==> src/rtl/unidade_controle_jogo_pkg.sv <==
// Shared state codes and control-word layout for the game control unit.
package unidade_controle_jogo_pkg;

  localparam int unsigned ESTADO_W = 4;

  typedef enum logic [ESTADO_W-1:0] {
    INICIAL        = 4'h0,
    PREPARACAO     = 4'h1,
    INICIO_RODADA  = 4'h2,
    ESPERA_JOGADA  = 4'h3,
    REGISTRA       = 4'h4,
    COMPARACAO     = 4'h5,
    PROXIMA_JOGADA = 4'h6,
    FIM_RODADA     = 4'h7,
    PROXIMO_LIMITE = 4'h8,
    FIM_ACERTOU    = 4'hA,
    FIM_TIMEOUT    = 4'hD,
    FIM_ERROU      = 4'hE
  } estado_t;

  typedef struct packed {
    logic zera_e;
    logic conta_e;
    logic zera_l;
    logic conta_l;
    logic zera_r;
    logic registra_r;
    logic conta_t;
    logic pronto;
    logic ganhou;
    logic perdeu;
    logic db_timeout;
  } ctrl_t;

endpackage

==> src/rtl/unidade_controle_jogo.sv <==
// Moore control FSM for the memory game: sequences rounds, plays, compare and end states.
// Control outputs are registered from the decode of the next state, so they always match db_estado.
module unidade_controle_jogo
  import unidade_controle_jogo_pkg::*;
#(
  parameter int unsigned TIMEOUT_EN = 1
) (
  input  logic       clock,
  input  logic       reset,
  input  logic       iniciar,
  input  logic       jogada_feita,
  input  logic       botoesIgualMemoria,
  input  logic       endecoIgualLimite,
  input  logic       fimL,
  input  logic       timeout,
  output logic       zeraE,
  output logic       contaE,
  output logic       zeraL,
  output logic       contaL,
  output logic       zeraR,
  output logic       registraR,
  output logic       contaT,
  output logic       pronto,
  output logic       ganhou,
  output logic       perdeu,
  output logic       db_timeout,
  output logic [3:0] db_estado
);

  localparam logic TIMEOUT_ON = (TIMEOUT_EN != 0);

  estado_t estado_q, estado_d;
  ctrl_t   ctrl_q, ctrl_d;

  // State and control-word registers
  always_ff @(posedge clock) begin
    if (reset) begin
      estado_q <= INICIAL;
      ctrl_q   <= '0;
    end else begin
      estado_q <= estado_d;
      ctrl_q   <= ctrl_d;
    end
  end

  // Next-state logic
  always_comb begin
    estado_d = estado_q;
    case (estado_q)
      INICIAL:        if (iniciar) estado_d = PREPARACAO;
      PREPARACAO:     estado_d = INICIO_RODADA;
      INICIO_RODADA:  estado_d = ESPERA_JOGADA;
      ESPERA_JOGADA: begin
        // A press in the same cycle as the timeout still counts
        if (jogada_feita)                estado_d = REGISTRA;
        else if (timeout && TIMEOUT_ON)  estado_d = FIM_TIMEOUT;
      end
      REGISTRA:       estado_d = COMPARACAO;
      COMPARACAO: begin
        if (!botoesIgualMemoria)     estado_d = FIM_ERROU;
        else if (endecoIgualLimite)  estado_d = FIM_RODADA;
        else                         estado_d = PROXIMA_JOGADA;
      end
      PROXIMA_JOGADA: estado_d = ESPERA_JOGADA;
      FIM_RODADA:     estado_d = fimL ? FIM_ACERTOU : PROXIMO_LIMITE;
      PROXIMO_LIMITE: estado_d = INICIO_RODADA;
      FIM_ACERTOU,
      FIM_ERROU,
      FIM_TIMEOUT:    if (iniciar) estado_d = PREPARACAO;
      default:        estado_d = INICIAL;
    endcase
  end

  // Output decode of the state being entered
  always_comb begin
    ctrl_d = '0;
    case (estado_d)
      PREPARACAO: begin
        ctrl_d.zera_e = 1'b1;
        ctrl_d.zera_l = 1'b1;
        ctrl_d.zera_r = 1'b1;
      end
      INICIO_RODADA:  ctrl_d.zera_e     = 1'b1;
      ESPERA_JOGADA:  ctrl_d.conta_t    = 1'b1;
      REGISTRA:       ctrl_d.registra_r = 1'b1;
      PROXIMA_JOGADA: ctrl_d.conta_e    = 1'b1;
      PROXIMO_LIMITE: ctrl_d.conta_l    = 1'b1;
      FIM_ACERTOU: begin
        ctrl_d.pronto = 1'b1;
        ctrl_d.ganhou = 1'b1;
      end
      FIM_ERROU: begin
        ctrl_d.pronto = 1'b1;
        ctrl_d.perdeu = 1'b1;
      end
      FIM_TIMEOUT: begin
        ctrl_d.pronto     = 1'b1;
        ctrl_d.perdeu     = 1'b1;
        ctrl_d.db_timeout = 1'b1;
      end
      default: ctrl_d = '0;
    endcase
  end

  assign zeraE      = ctrl_q.zera_e;
  assign contaE     = ctrl_q.conta_e;
  assign zeraL      = ctrl_q.zera_l;
  assign contaL     = ctrl_q.conta_l;
  assign zeraR      = ctrl_q.zera_r;
  assign registraR  = ctrl_q.registra_r;
  assign contaT     = ctrl_q.conta_t;
  assign pronto     = ctrl_q.pronto;
  assign ganhou     = ctrl_q.ganhou;
  assign perdeu     = ctrl_q.perdeu;
  assign db_timeout = ctrl_q.db_timeout;
  assign db_estado  = 4'(estado_q);

endmodule

==> config.mk <==
export PLATFORM = sky130hd
export DESIGN_NAME = unidade_controle_jogo
export DESIGN_NICKNAME = d
export VERILOG_FILES = /design/src/rtl/unidade_controle_jogo_pkg.sv /design/src/rtl/unidade_controle_jogo.sv
export SDC_FILE = /design/constraint.sdc
export NUM_CORES = 1
export LEC_CHECK = 0
export CAP_MARGIN = 40
export CELL_PAD_IN_SITES_DETAIL_PLACEMENT = 1
export CELL_PAD_IN_SITES_GLOBAL_PLACEMENT = 1
export CORE_MARGIN = 10
export CORE_UTILIZATION = 29
export CTS_BUF_LIST = sky130_fd_sc_hd__clkbuf_16
export CTS_CLUSTER_SIZE = 24
export DETAILED_ROUTE_END_ITERATION = 10
export GPL_TIMING_DRIVEN = 0
export PLACE_DENSITY = 0.77
export SYNTH_ARGS = -nofsm -noshare
export SYNTH_HDL_FRONTEND = slang
export SYNTH_SLANG_ARGS = --single-unit
==> constraint.sdc <==
create_clock -name clock -period 1.6 [get_ports clock]
set_clock_uncertainty 0.2 [all_clocks]
set_input_delay 0.32 -clock clock [delete_from_list [all_inputs] [get_ports clock]]
set_output_delay 0.32 -clock clock [all_outputs]
set_load 0.1 [all_outputs]
# Yosys cells after proc, flatten, opt, wreduce, memory -nomap -nowiden
# Cells that the tools add are included.
# classes
eq_ne,20
muxes,17
n_reduce_logical,7
# op_table
op,count
equality test 4 bit (second input constant),8
case mux 4 bit (7 select lines),1
equality test 4 x 3 -> 1 bit (second input constant),6
equality test 4 x 2 -> 1 bit (second input constant),4
two-way mux 4 bit,4
two-way mux 1 bit,11
equality test 4 x 1 -> 1 bit (second input constant),2
OR reduction 2 bit,4
logical NOT 4 bit,1
OR reduction 4 bit,1
OR reduction 3 bit,1
two-way mux 2 bit,1
# word_totals
register_bits,14

# Depth between registers and ports, before layout
# depth
depth_word,6
mapped_depth,7

# Worst setup path before layout
# OpenSTA, ideal clock, no wires.
# synth_path
path_kind,flip-flop to flip-flop
from,"register estado_q[0], in the netlist db_estado[0]"
to,register ctrl_q (netlist bit pronto)
setup_ps,135
t_arrival_ps,2083
setup_slack_ps,-818
stages_incl_launch_ff,7
synth_period_minus_slack_ps,2418
path_cell_list,dfxtp_1 -> buf_6 -> a21bo_1 -> and3_4 -> or3_1 -> nand2_1 -> a21oi_1
# synth_via
elab_chain_cells,6
# synth_lines
item,line,source
start: declaration,unidade_controle_jogo.sv:32,"estado_t estado_q, estado_d;"
start signal: assignment,unidade_controle_jogo.sv:41,estado_q <= estado_d;
equality test 4 bit (tied with other cells),unidade_controle_jogo.sv:49,case (estado_q)
OR reduction 4 bit (no source line) (tied with other cells),n/a,
case mux 4 bit (7 select lines) (*),unidade_controle_jogo.sv:49,
equality test 4 bit,unidade_controle_jogo.sv:77,case (estado_d)
OR reduction 3 bit (no source line) (*),n/a,
two-way mux 1 bit (*),unidade_controle_jogo.sv:77,
end signal: assignment,unidade_controle_jogo.sv:42,ctrl_q <= ctrl_d;
end: declaration,unidade_controle_jogo.sv:33,"ctrl_t ctrl_q, ctrl_d;"
# Mark *: on every way between the ends. The rest lies on a longest branch, timed or not.
# A chain may end at the register's enable or synchronous reset.

# Worst setup path after layout
# layout_path
from,"register estado_q[1], in the netlist db_estado[1]"
to,register ctrl_q (netlist bit zeraR)
# layout_via
elab_chain_cells,5
# layout_lines
item,line
equality test 4 bit (tied with other cells),unidade_controle_jogo.sv:49
OR reduction 4 bit (no source line) (tied with other cells),n/a
case mux 4 bit (7 select lines) (*),unidade_controle_jogo.sv:49
equality test 4 x 1 -> 1 bit (*),unidade_controle_jogo.sv:77
two-way mux 1 bit (*),unidade_controle_jogo.sv:77
# Marked as above.

==> qor.yml <==
outcome: "finished, violations left"
violations: "negative setup slack"
gp_congestion: 0.694
synthDistinctLibCells: 33
yosysTopAreaCellShare_pct: 39.5
min_period_over_period_pct: 110
gr-total-overflow: 0
grt_use_total_pct: 11.5
holdWs_ns: 0.496
synthCells: 71
min_path_type: "in -> reg"
largest_reg_flops: 4
synth_fp_nets: 79
synth-xor-area-share_pct: 1.23
critPathMaxFanout: 6
yosysSeqAreaShare_pct: 39.5
path_cells: "buf_6 -> buf_4 -> nand3b_1 -> a21oi_2 -> nor3_4 -> or3b_4 -> nor2_1"
die_area_mm2: 0.00482
io_buffers: 22
htreeDepth: 1
die-width_um: 69.5
fp.coreArea_mm2: 0.00228
grt_pass1_wl_um: 4510
p_leak_nw: 0.562
grt_max_degree: 11
yosys.area_share.adder_pct: 0
use_met1_pct: 11.7
cts_tree: "done"
worst_ep_arrival_time_ns: 1.74
busiest_layer: "met2"
synthTopCellsByArea: "dfxtp_1 (40%), buf_6 (6.3%), nor2_1 (5.8%), nor3_2 (2.8%), nand2b_1 (2.6%)"
yosysMostFrequentCell: "dfxtp_1"
min_from: "jogada_feita"
required_ns: 1.57
clk_latency_ns: 0.24
rsz0062_at_grt: "true"
end_kind: "flip-flop"
max_slew_margin_pct: 77.9
final_hold_viol_count: 0
synth_edf_count: 0
clkTransAtPathRegs_ns: 0.05
synth_compound_area_share_pct: 11.8
finalSetupViolations: 10
grt_util_met3_pct: 5.28
muxShareOfSynthArea_pct: 0
post_drt_wl_per_cell_um: 19.3
slew_violations: 0
vias_per_cell: 4.86
maxCapViolCount: 0
antenna_found_initial: 0
ant_nets: 0
start_util_pct: 31.2
synth_top_cell_by_area: "dfxtp_1"
synth-async-reset-ratio_pct: 0
syn_area_per_cell_um2: 9.99
rows: 17
drive_gt1_share_pct: 67.0
area_delta_synth_final_pct: 108
synth_top_family_by_area: "simple AND/OR/NAND/NOR gates"
clock.fmax_mhz: 566
ys_ff_latch: 14
setup-tns-final_ns: -0.937
start_kind: "flip-flop"
num-fill-cells: 215
ys_top_cells_by_count: "dfxtp_1 (14), nor2_1 (11), buf_6 (4), nand2_1 (4)"
cts-root-buf: "clkbuf_16"
nNetsFinal: 121
diodes: 0
clockBufferDepth: 2
grt_pass1_vias: 813
p_per_area_mw_per_mm2: 993
fin_area_mm2: 0.00147
drc: 0
ys.flop_type: "dfxtp_1"
critical-path-slowest-cell: "or3b_4"
critical_path.startpoint: "db_estado[1]"
drtIter0Drc: 4
ir_drop_uv: 990
die_y_um: 69.5
path_class: "reg -> reg"
synth-simple-area-share_pct: 39.0
cts_hold_buffers: 0
met2_usage_pct: 20.0
slowest_delay_ns: 0.42
routed_wirelength_um: 2700
ios: 23
dp_hpwl_um: 1660
ys.warnings.count: 0
r2r_start: "db_estado[1]"
placed_cell_area_mm2: 0.00123
cts_buffers: 3
worst_slew_pin_slew_ns: 0.330
period_needed_ns: 1.77
vias: 680
syn-cell-area_um2: 709
clock_sinks: 14
firstDrtPassIters: 2
timing.final.ws_setup_ns: -0.167
## power breakdown
| part | leakage (nW) | switching (mW) | total (mW) | internal (mW) |
|---|---|---|---|---|
| Sequential | 0.117 | 0.0201 | 0.390 | 0.370 |
| Combinational | 0.406 | 0.346 | 0.593 | 0.247 |
| Clock | 0.0385 | 0.149 | 0.480 | 0.331 |
| Total | 0.562 | 0.515 | 1.46 | 0.949 |
## final timing paths
kind / to / slack [ns] / cells past startpoint
min reg2reg: db_timeout / 0.69 / 5
max: zeraR / -0.17 / 7
max reg2reg: zeraR / -0.17 / 7
min: db_timeout / 0.50 / 4
## stage by stage
stage	utilization, %	total power, mW	setup slack (ns)	cells
after CTS	62.1	1.43	-0.131	138
after global routing	64.8	1.52	-0.219	140
after floorplan	-	0.716	-0.294	71
after global placement	44.1	0.809	-0.609	121
final	64.8	1.46	-0.167	140
after detailed placement	54.0	0.896	-0.638	136
## worst max-delay path, delay by kind of cell, from the launching register on
| family | cells | cell delay [ns] |
|---|---|---|
| AO/OA/AOI/OAI | 1 | 0.07 |
| buffers and inverters | 2 | 0.29 |
| flip-flops | 1 | 0.35 |
| AND/OR/NAND/NOR | 4 | 0.78 |
## repair_timing
item | in CTS | in global routing
endpoints found under the hold margin | 0 | 0
setup endpoints to repair | 29 | 16
gates resized for setup | 40 | 14
pin swaps | 14 | 9
setup buffers | 9 | 2
## placed cells by master, fill, tap and decap left out, types with 3 or more instances in the layout
| cell type | Yosys | final |
|---|---|---|
| clkdlybuf4s50_1 | 0 | 4 |
| clkbuf_16 | 0 | 3 |
| nor2_1 | 11 | 6 |
| dfxtp_4 | 0 | 4 |
| nor3_4 | 1 | 4 |
| dfxtp_1 | 14 | 9 |
| dlygate4sd2_1 | 0 | 4 |
| nand2b_1 | 3 | 3 |
| buf_12 | 0 | 16 |
| nor2_2 | 0 | 5 |
| buf_4 | 1 | 12 |
## cell type report
class,count,area [um2],area share [%]
clock buffers,3,75.1,5.09
multi-input cells,50,505,34.3
repair buffers,37,478,32.4
inverters,2,11.3,0.764
well taps,28,35.0,2.38
clock inverters,1,3.75,0.255
plain buffers,5,68.8,4.67
flip-flops and latches,14,297,20.1
## logic make-up (layout without fill, tap and decap cells)
group	after synthesis	count (layout)
buffers and inverters	7	48
and+or+nand+nor	39	39
xor gates and xnor gates	1	1
AOI/OAI and AO/OA	10	10
DFF	14	14
## metal layers
metal  part of all wire, %  routed length [um]
met1                    38                1040
met2                    55                1480
met3                   5.4                 145
met4                   1.2                  33
met5                     0                   0
Power figures use the tool's default switching activity.
